<file path="src/rtl/spi_master_driver.sv">
// Byte-wide SPI master, mode 0, MSB first, with start/busy/done handshake.
// Ports: clk_i/rst_i (sync active-high), start_i, data_in_bi[7:0] in;
//   busy_o, done_o, data_out_bo[7:0] out; spi_sclk_o, spi_mosi_o,
//   spi_cs_o (active-low) out; spi_miso_i in.
module spi_master_driver #(
  parameter int HALF_PERIOD = 4,
  parameter int CS_SETUP    = 2,
  parameter int CS_HOLD     = 2,
  parameter int CS_GAP      = 2
) (
  input  logic       clk_i,
  input  logic       rst_i,
  input  logic       start_i,
  input  logic [7:0] data_in_bi,
  output logic       busy_o,
  output logic       done_o,
  output logic [7:0] data_out_bo,
  output logic       spi_sclk_o,
  output logic       spi_mosi_o,
  input  logic       spi_miso_i,
  output logic       spi_cs_o
);

  typedef enum logic [2:0] {
    S_IDLE,
    S_SETUP,
    S_HIGH,
    S_LOW,
    S_HOLD,
    S_GAP
  } state_t;

  localparam logic [7:0] C_HALF_M1  = 8'(HALF_PERIOD - 1);
  localparam logic [7:0] C_SETUP_M1 = 8'(CS_SETUP - 1);
  localparam logic [7:0] C_HOLD_M1  = 8'(CS_HOLD - 1);
  localparam logic [7:0] C_GAP_M1   = 8'(CS_GAP - 1);

  localparam bit C_LEGAL =
    (HALF_PERIOD >= 2) && (HALF_PERIOD <= 255) &&
    (CS_SETUP >= 2) && (CS_SETUP <= 255) &&
    (CS_HOLD >= 1) && (CS_HOLD <= 255) &&
    (CS_GAP >= 2) && (CS_GAP <= 255);

  state_t     r_state;
  logic [7:0] r_tx;
  logic [7:0] r_rx;
  logic [2:0] r_bit;
  logic [7:0] r_phase;
  logic       r_busy;
  logic       r_done;
  logic [7:0] r_dout;
  logic       r_sclk;
  logic       r_mosi;
  logic       r_cs;

  logic [7:0] w_last;
  logic       w_end;

  // Last phase-counter value of the current state; IDLE ends every cycle
  // so the counter sits at zero until a transfer starts.
  always_comb begin
    w_last = 8'd0;
    case (r_state)
      S_SETUP:     w_last = C_SETUP_M1;
      S_HIGH,
      S_LOW:       w_last = C_HALF_M1;
      S_HOLD:      w_last = C_HOLD_M1;
      S_GAP:       w_last = C_GAP_M1;
      default:     w_last = 8'd0;
    endcase
  end

  assign w_end = (r_phase == w_last);

  always_ff @(posedge clk_i) begin
    if (rst_i) begin
      r_state <= S_IDLE;
      r_tx    <= 8'd0;
      r_rx    <= 8'd0;
      r_bit   <= 3'd0;
      r_phase <= 8'd0;
      r_busy  <= 1'b0;
      r_done  <= 1'b0;
      r_dout  <= 8'd0;
      r_sclk  <= 1'b0;
      r_mosi  <= 1'b0;
      r_cs    <= 1'b1;
    end else begin
      r_done  <= 1'b0;
      r_phase <= w_end ? 8'd0 : r_phase + 8'd1;
      case (r_state)
        S_IDLE: begin
          if (start_i) begin
            r_tx    <= data_in_bi;
            r_rx    <= 8'd0;
            r_bit   <= 3'd0;
            r_cs    <= 1'b0;
            r_mosi  <= data_in_bi[7];
            r_busy  <= 1'b1;
            r_state <= S_SETUP;
          end
        end
        S_SETUP: begin
          if (w_end) begin
            r_sclk  <= 1'b1;
            r_state <= S_HIGH;
          end
        end
        S_HIGH: begin
          // Sample at the end of the high phase; the slave only moves
          // MISO after it has seen SCLK low.
          if (w_end) begin
            r_rx    <= {r_rx[6:0], spi_miso_i};
            r_sclk  <= 1'b0;
            r_tx    <= {r_tx[6:0], 1'b0};
            r_mosi  <= r_tx[6];
            r_state <= S_LOW;
          end
        end
        S_LOW: begin
          if (w_end) begin
            if (r_bit == 3'd7) begin
              r_state <= S_HOLD;
            end else begin
              r_bit   <= r_bit + 3'd1;
              r_sclk  <= 1'b1;
              r_state <= S_HIGH;
            end
          end
        end
        S_HOLD: begin
          if (w_end) begin
            r_cs    <= 1'b1;
            r_mosi  <= 1'b0;
            r_dout  <= r_rx;
            r_done  <= 1'b1;
            r_state <= S_GAP;
          end
        end
        S_GAP: begin
          if (w_end) begin
            r_busy  <= 1'b0;
            r_state <= S_IDLE;
          end
        end
        default: r_state <= S_IDLE;
      endcase
    end
  end

  assign busy_o      = r_busy;
  assign done_o      = r_done;
  assign data_out_bo = r_dout;
  assign spi_sclk_o  = r_sclk;
  assign spi_mosi_o  = r_mosi;
  assign spi_cs_o    = r_cs;

  a_legal_params: assert property (@(posedge clk_i) C_LEGAL)
    else $error("spi_master_driver: illegal parameter value");

endmodule
</file>
<file path="config.mk">
export PLATFORM = sky130hd
export DESIGN_NAME = spi_master_driver
export DESIGN_NICKNAME = d
export VERILOG_FILES = /design/src/rtl/spi_master_driver.sv
export SDC_FILE = /design/constraint.sdc
export NUM_CORES = 1
export LEC_CHECK = 0
export CORE_AREA = 5 5 75 77
export CTS_BUF_LIST = sky130_fd_sc_hd__clkbuf_8
export DETAILED_ROUTE_END_ITERATION = 10
export DIE_AREA = 0 0 80 82
export PLACE_DENSITY_LB_ADDON = 0.15
export RECOVER_POWER = 100
export SKIP_LAST_GASP = 1
export SLEW_MARGIN = 0
export SYNTH_ARGS = -nofsm -noshare
export SYNTH_HDL_FRONTEND = slang
export SYNTH_SLANG_ARGS = --single-unit
</file>
<file path="constraint.sdc">
create_clock -name clk_i -period 4.7 [get_ports clk_i]
set_clock_uncertainty 0.05 [all_clocks]
set_input_delay 0.94 -clock clk_i [delete_from_list [all_inputs] [get_ports clk_i]]
set_output_delay 0.94 -clock clk_i [all_outputs]
set_load 0.1 [all_outputs]
</file>
# Word level (Yosys, flattened, before mapping)
# Cells that the tools add are included.
dict set report word_totals {
  elab_cells 79
  register_bits 42
  output_inout_bits 13
  in_bits 12
}
dict set report op_classes {
  eq_ne 14
  n_bitwise 1
  addsub 2
  reduce_logical 19
  muxes 32
}
# operator count
set ops {}
lappend ops {{$mux 3} 10}
lappend ops {{$pmux 3 s6} 1}
lappend ops {{$mux 8} 2}
lappend ops {{$pmux 8 s2} 1}
lappend ops {{$mux 7} 2}
lappend ops {{$ne 2x2->1 const B} 7}
lappend ops {{$pmux 7 s2} 1}
lappend ops {{$eq 3x3->1 const B} 3}
lappend ops {{$mux 1} 9}
lappend ops {{$reduce_and 3->1} 3}
lappend ops {{$add 8x1->8 const B} 1}
lappend ops {{$eq 8x8->1} 1}
lappend ops {{$reduce_and 4->1} 2}
lappend ops {{$reduce_bool 2->1} 4}
lappend ops {{$eq 3x2->1 const B} 2}
lappend ops {{$pmux 1 s3} 2}
lappend ops {{$pmux 3 s2} 1}
lappend ops {{$reduce_and 6->1} 1}
lappend ops {{$reduce_bool 3->1} 2}
lappend ops {{$reduce_or 2->1} 3}
lappend ops {{$reduce_and 5->1} 1}
lappend ops {{$pmux 1 s2} 2}
lappend ops {{$pmux 2 s2} 1}
lappend ops {{$add 3x1->3 const B} 1}
lappend ops {{5 further kinds} 5}

# Logic depth before layout (Yosys ltp)
dict set report depth {
  word_depth 6
  mapped_depth 8
  depth_no_buf 5
}

# Worst setup path after synthesis
# No wires, ideal clock.
dict set report synth_timing {
  path_kind {register to output}
  from {register r_busy (netlist: busy_o)}
  to {output busy_o}
  setup_slack_ns 2.785
  required_ns 3.710
  arrival_time_ns 0.925
  n_path_buf 0
  stages_incl_launch_ff 1
  cell_sequence {dfxtp_1}
}
# element line_no
set synth_lines {}
lappend synth_lines {{start, declared} 49} ;# logic r_busy;
lappend synth_lines {{start signal, assigned} 82} ;# r_busy <= 1'b0;
lappend synth_lines {{start signal, assigned} 99} ;# r_busy <= 1'b1;
lappend synth_lines {{start signal, assigned} 142} ;# r_busy <= 1'b0;
lappend synth_lines {{end, declared} 15} ;# output logic busy_o,
# No word-level cell between the ends.

# Final worst setup path
dict set report layout_timing {
  from {register r_state[1]}
  to {register r_tx[0]}
}
dict set report layout_via {
  elab_chain_cells 6
  word_cells_on_any_way 15
  cone_classes {8 x eq/ne; 2 x mux; 5 x reduce/logical}
}
# element line_no
set layout_lines {}
lappend layout_lines {{start, declared} 44} ;# state_t r_state;
lappend layout_lines {{start signal, assigned} 77} ;# r_state <= S_IDLE;
lappend layout_lines {{start signal, assigned} 100} ;# r_state <= S_SETUP;
lappend layout_lines {{start signal, assigned} 106} ;# r_state <= S_HIGH;
lappend layout_lines {{$eq 3x3->1 (tied with other cells)} 63} ;# case (r_state)
lappend layout_lines {{$reduce_or 3->1 (no source line) or $reduce_or 2->1 (tied branches)} -}
lappend layout_lines {{$pmux 2 s2} 63}
lappend layout_lines {{$eq 8x8->1} 73} ;# assign w_end = (r_phase == w_last);
lappend layout_lines {{$ne 2x2->1 (no source line)} -}
lappend layout_lines {{$reduce_and 3->1 (no source line)} -}
lappend layout_lines {{end signal, assigned} 94} ;# r_tx <= data_in_bi;
lappend layout_lines {{end signal, assigned} 115} ;# r_tx <= {r_tx[6:0], 1'b0};
lappend layout_lines {{end, declared} 45} ;# logic [7:0] r_tx;
# Parallel ways exist; a longest one is shown, timed or not.
# A chain may end at the register's enable or synchronous reset.

==> metrics.cfg <==
[clocking]
numCtsBuffers = 5
cts_tree = done
hold_buffers = 0
cts_resized = 0
cts_buffer_depth = 2
h-tree-depth = 2
clock_latency_ns = 0.29
cts_setup_buffers = 0
clock_sinks = 42
clk_pin_slew_worst_paths_ns = 0.08
cts_root_buffer = clkbuf_8

[routing]
postRouteAntennaNets = 0
routed_wl_mm = 3.97
drcViolationCount = 0
drt_iter0_markers = 122
vias = 1556
wl_per_cell_um = 12.8
viasPerCell = 5.04
dr.pass1.iters = 4

[logic_synthesis]
synth.most_common_cell = dfxtp_1
yosysWarnings = 0
synth_fa_ha_area_share_pct = 2.00
synth-simple-area-share_pct = 25.8
synthFlopType = dfxtp_1
synthesis.nets = 235
synth.avg_cell_area_um2 = 8.54
async_flop_share_pct = 0
synth_area_leader_cell = dfxtp_1
synth_compound_area_share_pct = 15.5
synth_edf_count = 0
synth_top_area_share_pct = 44.7
synth_common_cells = 42 x dfxtp_1, 34 x nor2_1, 30 x nand2_1
yosysSeqAreaShare_pct = 44.7
synth_cell_types = 45
synth_top_family_by_area = simple AND/OR/NAND/NOR gates
synthXorXnorAreaFrac_pct = 3.26
syn_inst = 220
synth.area.mux_share_pct = 4.26
synth_area_leaders = dfxtp_1 45%, nor2_1 6.8%, nand2_1 6.0%, nand3_1 4.8%, mux2i_1 4.3%
ys_ff_latch = 42
synthesis.area_um2 = 1880

[finish]
final_nets = 253
fill_cells = 522
stdcell_count = 309
layout-drive-gt1-share_pct = 5.86
antenna_cells = 0
syn_to_final_growth_pct = 19.3
final_util_pct = 45.3
finish.instance_area_um2 = 2240

[power]
power_frac_seq_pct = 42.0
irDropWorstVdd_uv = 147
p_int_mw = 0.650
p_switching_mw = 0.401
cellLeakagePower_nw = 0.890
power_density_nw_per_um2 = 468
p_clk_share_pct = 27.3
pwr-share-comb_pct = 30.7
switching_share_pct = 38.1

[setup_path]
reg2reg_from = r_state[1]$_SDFFE_PP0P_
arrival_ns = 3.35
path_max_fanout = 15
reg2reg_slack_ns = 1.43
cp_cell_sequence = inv_1 > nor3_1 > a31oi_1 > a22oi_1 > nor2_1
end_kind = register
ff2ff_path_depth = 5
r2r-end = r_tx[0]$_SDFFE_PP0P_
start_kind = register
critical_path_class = register to register
critPathRequiredTime_ns = 4.79
slowest_stage = nor3_1
slowest_delay_ns = 1.25

[min_path]
worst_hold_startpoint = r_rx[7]$_SDFFE_PP0P_
hold_class = register to register
holdPathStages = 2
min_to = r_rx[7]$_SDFFE_PP0P_

[global_route]
grt_max_degree = 33
grt_pass1_vias = 1484
antenna_found_initial = 0
overflow = 0
grt_util_all_layers_pct = 13.7
grt_pass1_wl_mm = 7.04

[die]
core-area_um2 = 4940
die_x_um = 80
rows = 26
pin_count = 25
initial_core_util_pct = 38.0
die_area_um2 = 6560
fp.dieH_um = 82

[placed_design]
dp_hpwl_mm = 2.73
place_congestion = 0.823
place_area_um2 = 2150
place_inst = 301
dp_slack_ns = 2.24
port-buffer-count = 24

[timing]
min_period_ns = 3.27
tightest_slew_ns = 1.56
drv_slew = 16
fmax_ghz = 0.306
grt_setup_unrepaired = false
layout_worst_path_cycle_share_pct = 69.5
setup_tns_ns = 0
final_hold_viol_count = 0
setup_ws_ns = 1.43
slew_headroom_pct = -4.52
finalSetupViolCount = 0

[status]
outcome = complete, but fails checks
failed_checks = capacitance limit, slew limit

[run]
cap_viol_max_count = 1

## how the worst max path moves through the flow
stage | to | from | depth (start not counted) | slack (ns)
detailed placement | spi_mosi_o | spi_mosi_o$_SDFFE_PP0P_ | 1 | 2.24
global route | r_tx[0]$_SDFFE_PP0P_ | r_state[1]$_SDFFE_PP0P_ | 5 | 1.02
global placement | spi_mosi_o | spi_mosi_o$_SDFFE_PP0P_ | 1 | 2.25
CTS | spi_mosi_o | spi_mosi_o$_SDFFE_PP0P_ | 1 | 1.91
floorplan | busy_o | busy_o$_SDFFE_PP0P_ | 0 | 2.78
finish | r_tx[0]$_SDFFE_PP0P_ | r_state[1]$_SDFFE_PP0P_ | 5 | 1.43
## layer usage
metal,vias to the layer above,routed length [um],GRT usage [%]
met1,720,1910,18.2
met4,0,49,4.90
met3,4,173,4.17
met5,-,0,0
li1,806,-,-
met2,26,1830,20.9
## area by class of cell
cell class	instances	area (um2)	area share, %
clock buffers	5	68.8	3.07
clock inverters	3	43.8	1.95
inverters	4	15.0	0.670
multi-input cells	159	935	41.7
flip-flops and latches	42	841	37.5
well taps	70	87.6	3.91
repair buffers	26	251	11.2
## power by group through the flow
stage | sequential, mW | combinational [mW] | clock [mW]
6_report | 0.442 | 0.322 | 0.286
3_3_place_gp | 0.451 | 0.335 | 0
2_1_floorplan | 0.508 | 0.202 | 0
3_5_place_dp | 0.451 | 0.334 | 0
5_1_grt | 0.450 | 0.354 | 0.315
4_1_cts | 0.442 | 0.335 | 0.301
## registers in the layout, indices dropped and copies added, names as in the netlist
name	flops
r_rx	8
spi_sclk_o	1
r_phase	8
r_tx	7
spi_mosi_o	1
r_state	3
spi_cs_o	1
done_o	1
busy_o	1
r_bit	3
data_out_bo	8
## worst max-delay path: cells and delay by family, from the launching register on
| kind | cells | cell delay (ns) |
|---|---|---|
| DFF | 1 | 0.61 |
| and+or+nand+nor | 2 | 1.31 |
| AOI/OAI and AO/OA | 2 | 0.92 |
| buffers and inverters | 1 | 0.20 |
## cell families after synthesis
| family | count (synthesis) |
|---|---|
| XOR/XNOR | 7 |
| adder cells (fa/ha/maj) | 3 |
| buffers and inverters | 19 |
| multiplexers | 8 |
| AND/OR/NAND/NOR | 99 |
| flip-flops | 42 |
| AO/OA/AOI/OAI | 42 |
## layout by cell type, fill, tap and decap left out, drive strengths merged, types with 3 or more instances in the layout
| master | Yosys | routed |
|---|---|---|
| xor2 | 5 | 5 |
| a311oi | 6 | 6 |
| clkdlybuf4s50 | 0 | 10 |
| nand2 | 30 | 30 |
| a21oi | 13 | 13 |
| dlygate4sd3 | 0 | 14 |
| nand4 | 3 | 3 |
| clkbuf | 7 | 6 |
| ha | 3 | 3 |
| o21ai | 9 | 9 |
| nor2 | 34 | 34 |
| inv | 4 | 5 |
| dfxtp | 42 | 42 |
| mux2i | 8 | 8 |
| nand3 | 19 | 19 |
## per-stage QoR
step | hold WS [ns] | total power, mW
floorplan | 0.381 | 0.709
global placement | 0.395 | 0.786
detailed placement | 0.401 | 0.785
CTS | 0.413 | 1.08
global route | 0.439 | 1.12
finish | 0.408 | 1.05
No activity file was read; power rests on OpenSTA's default activity.
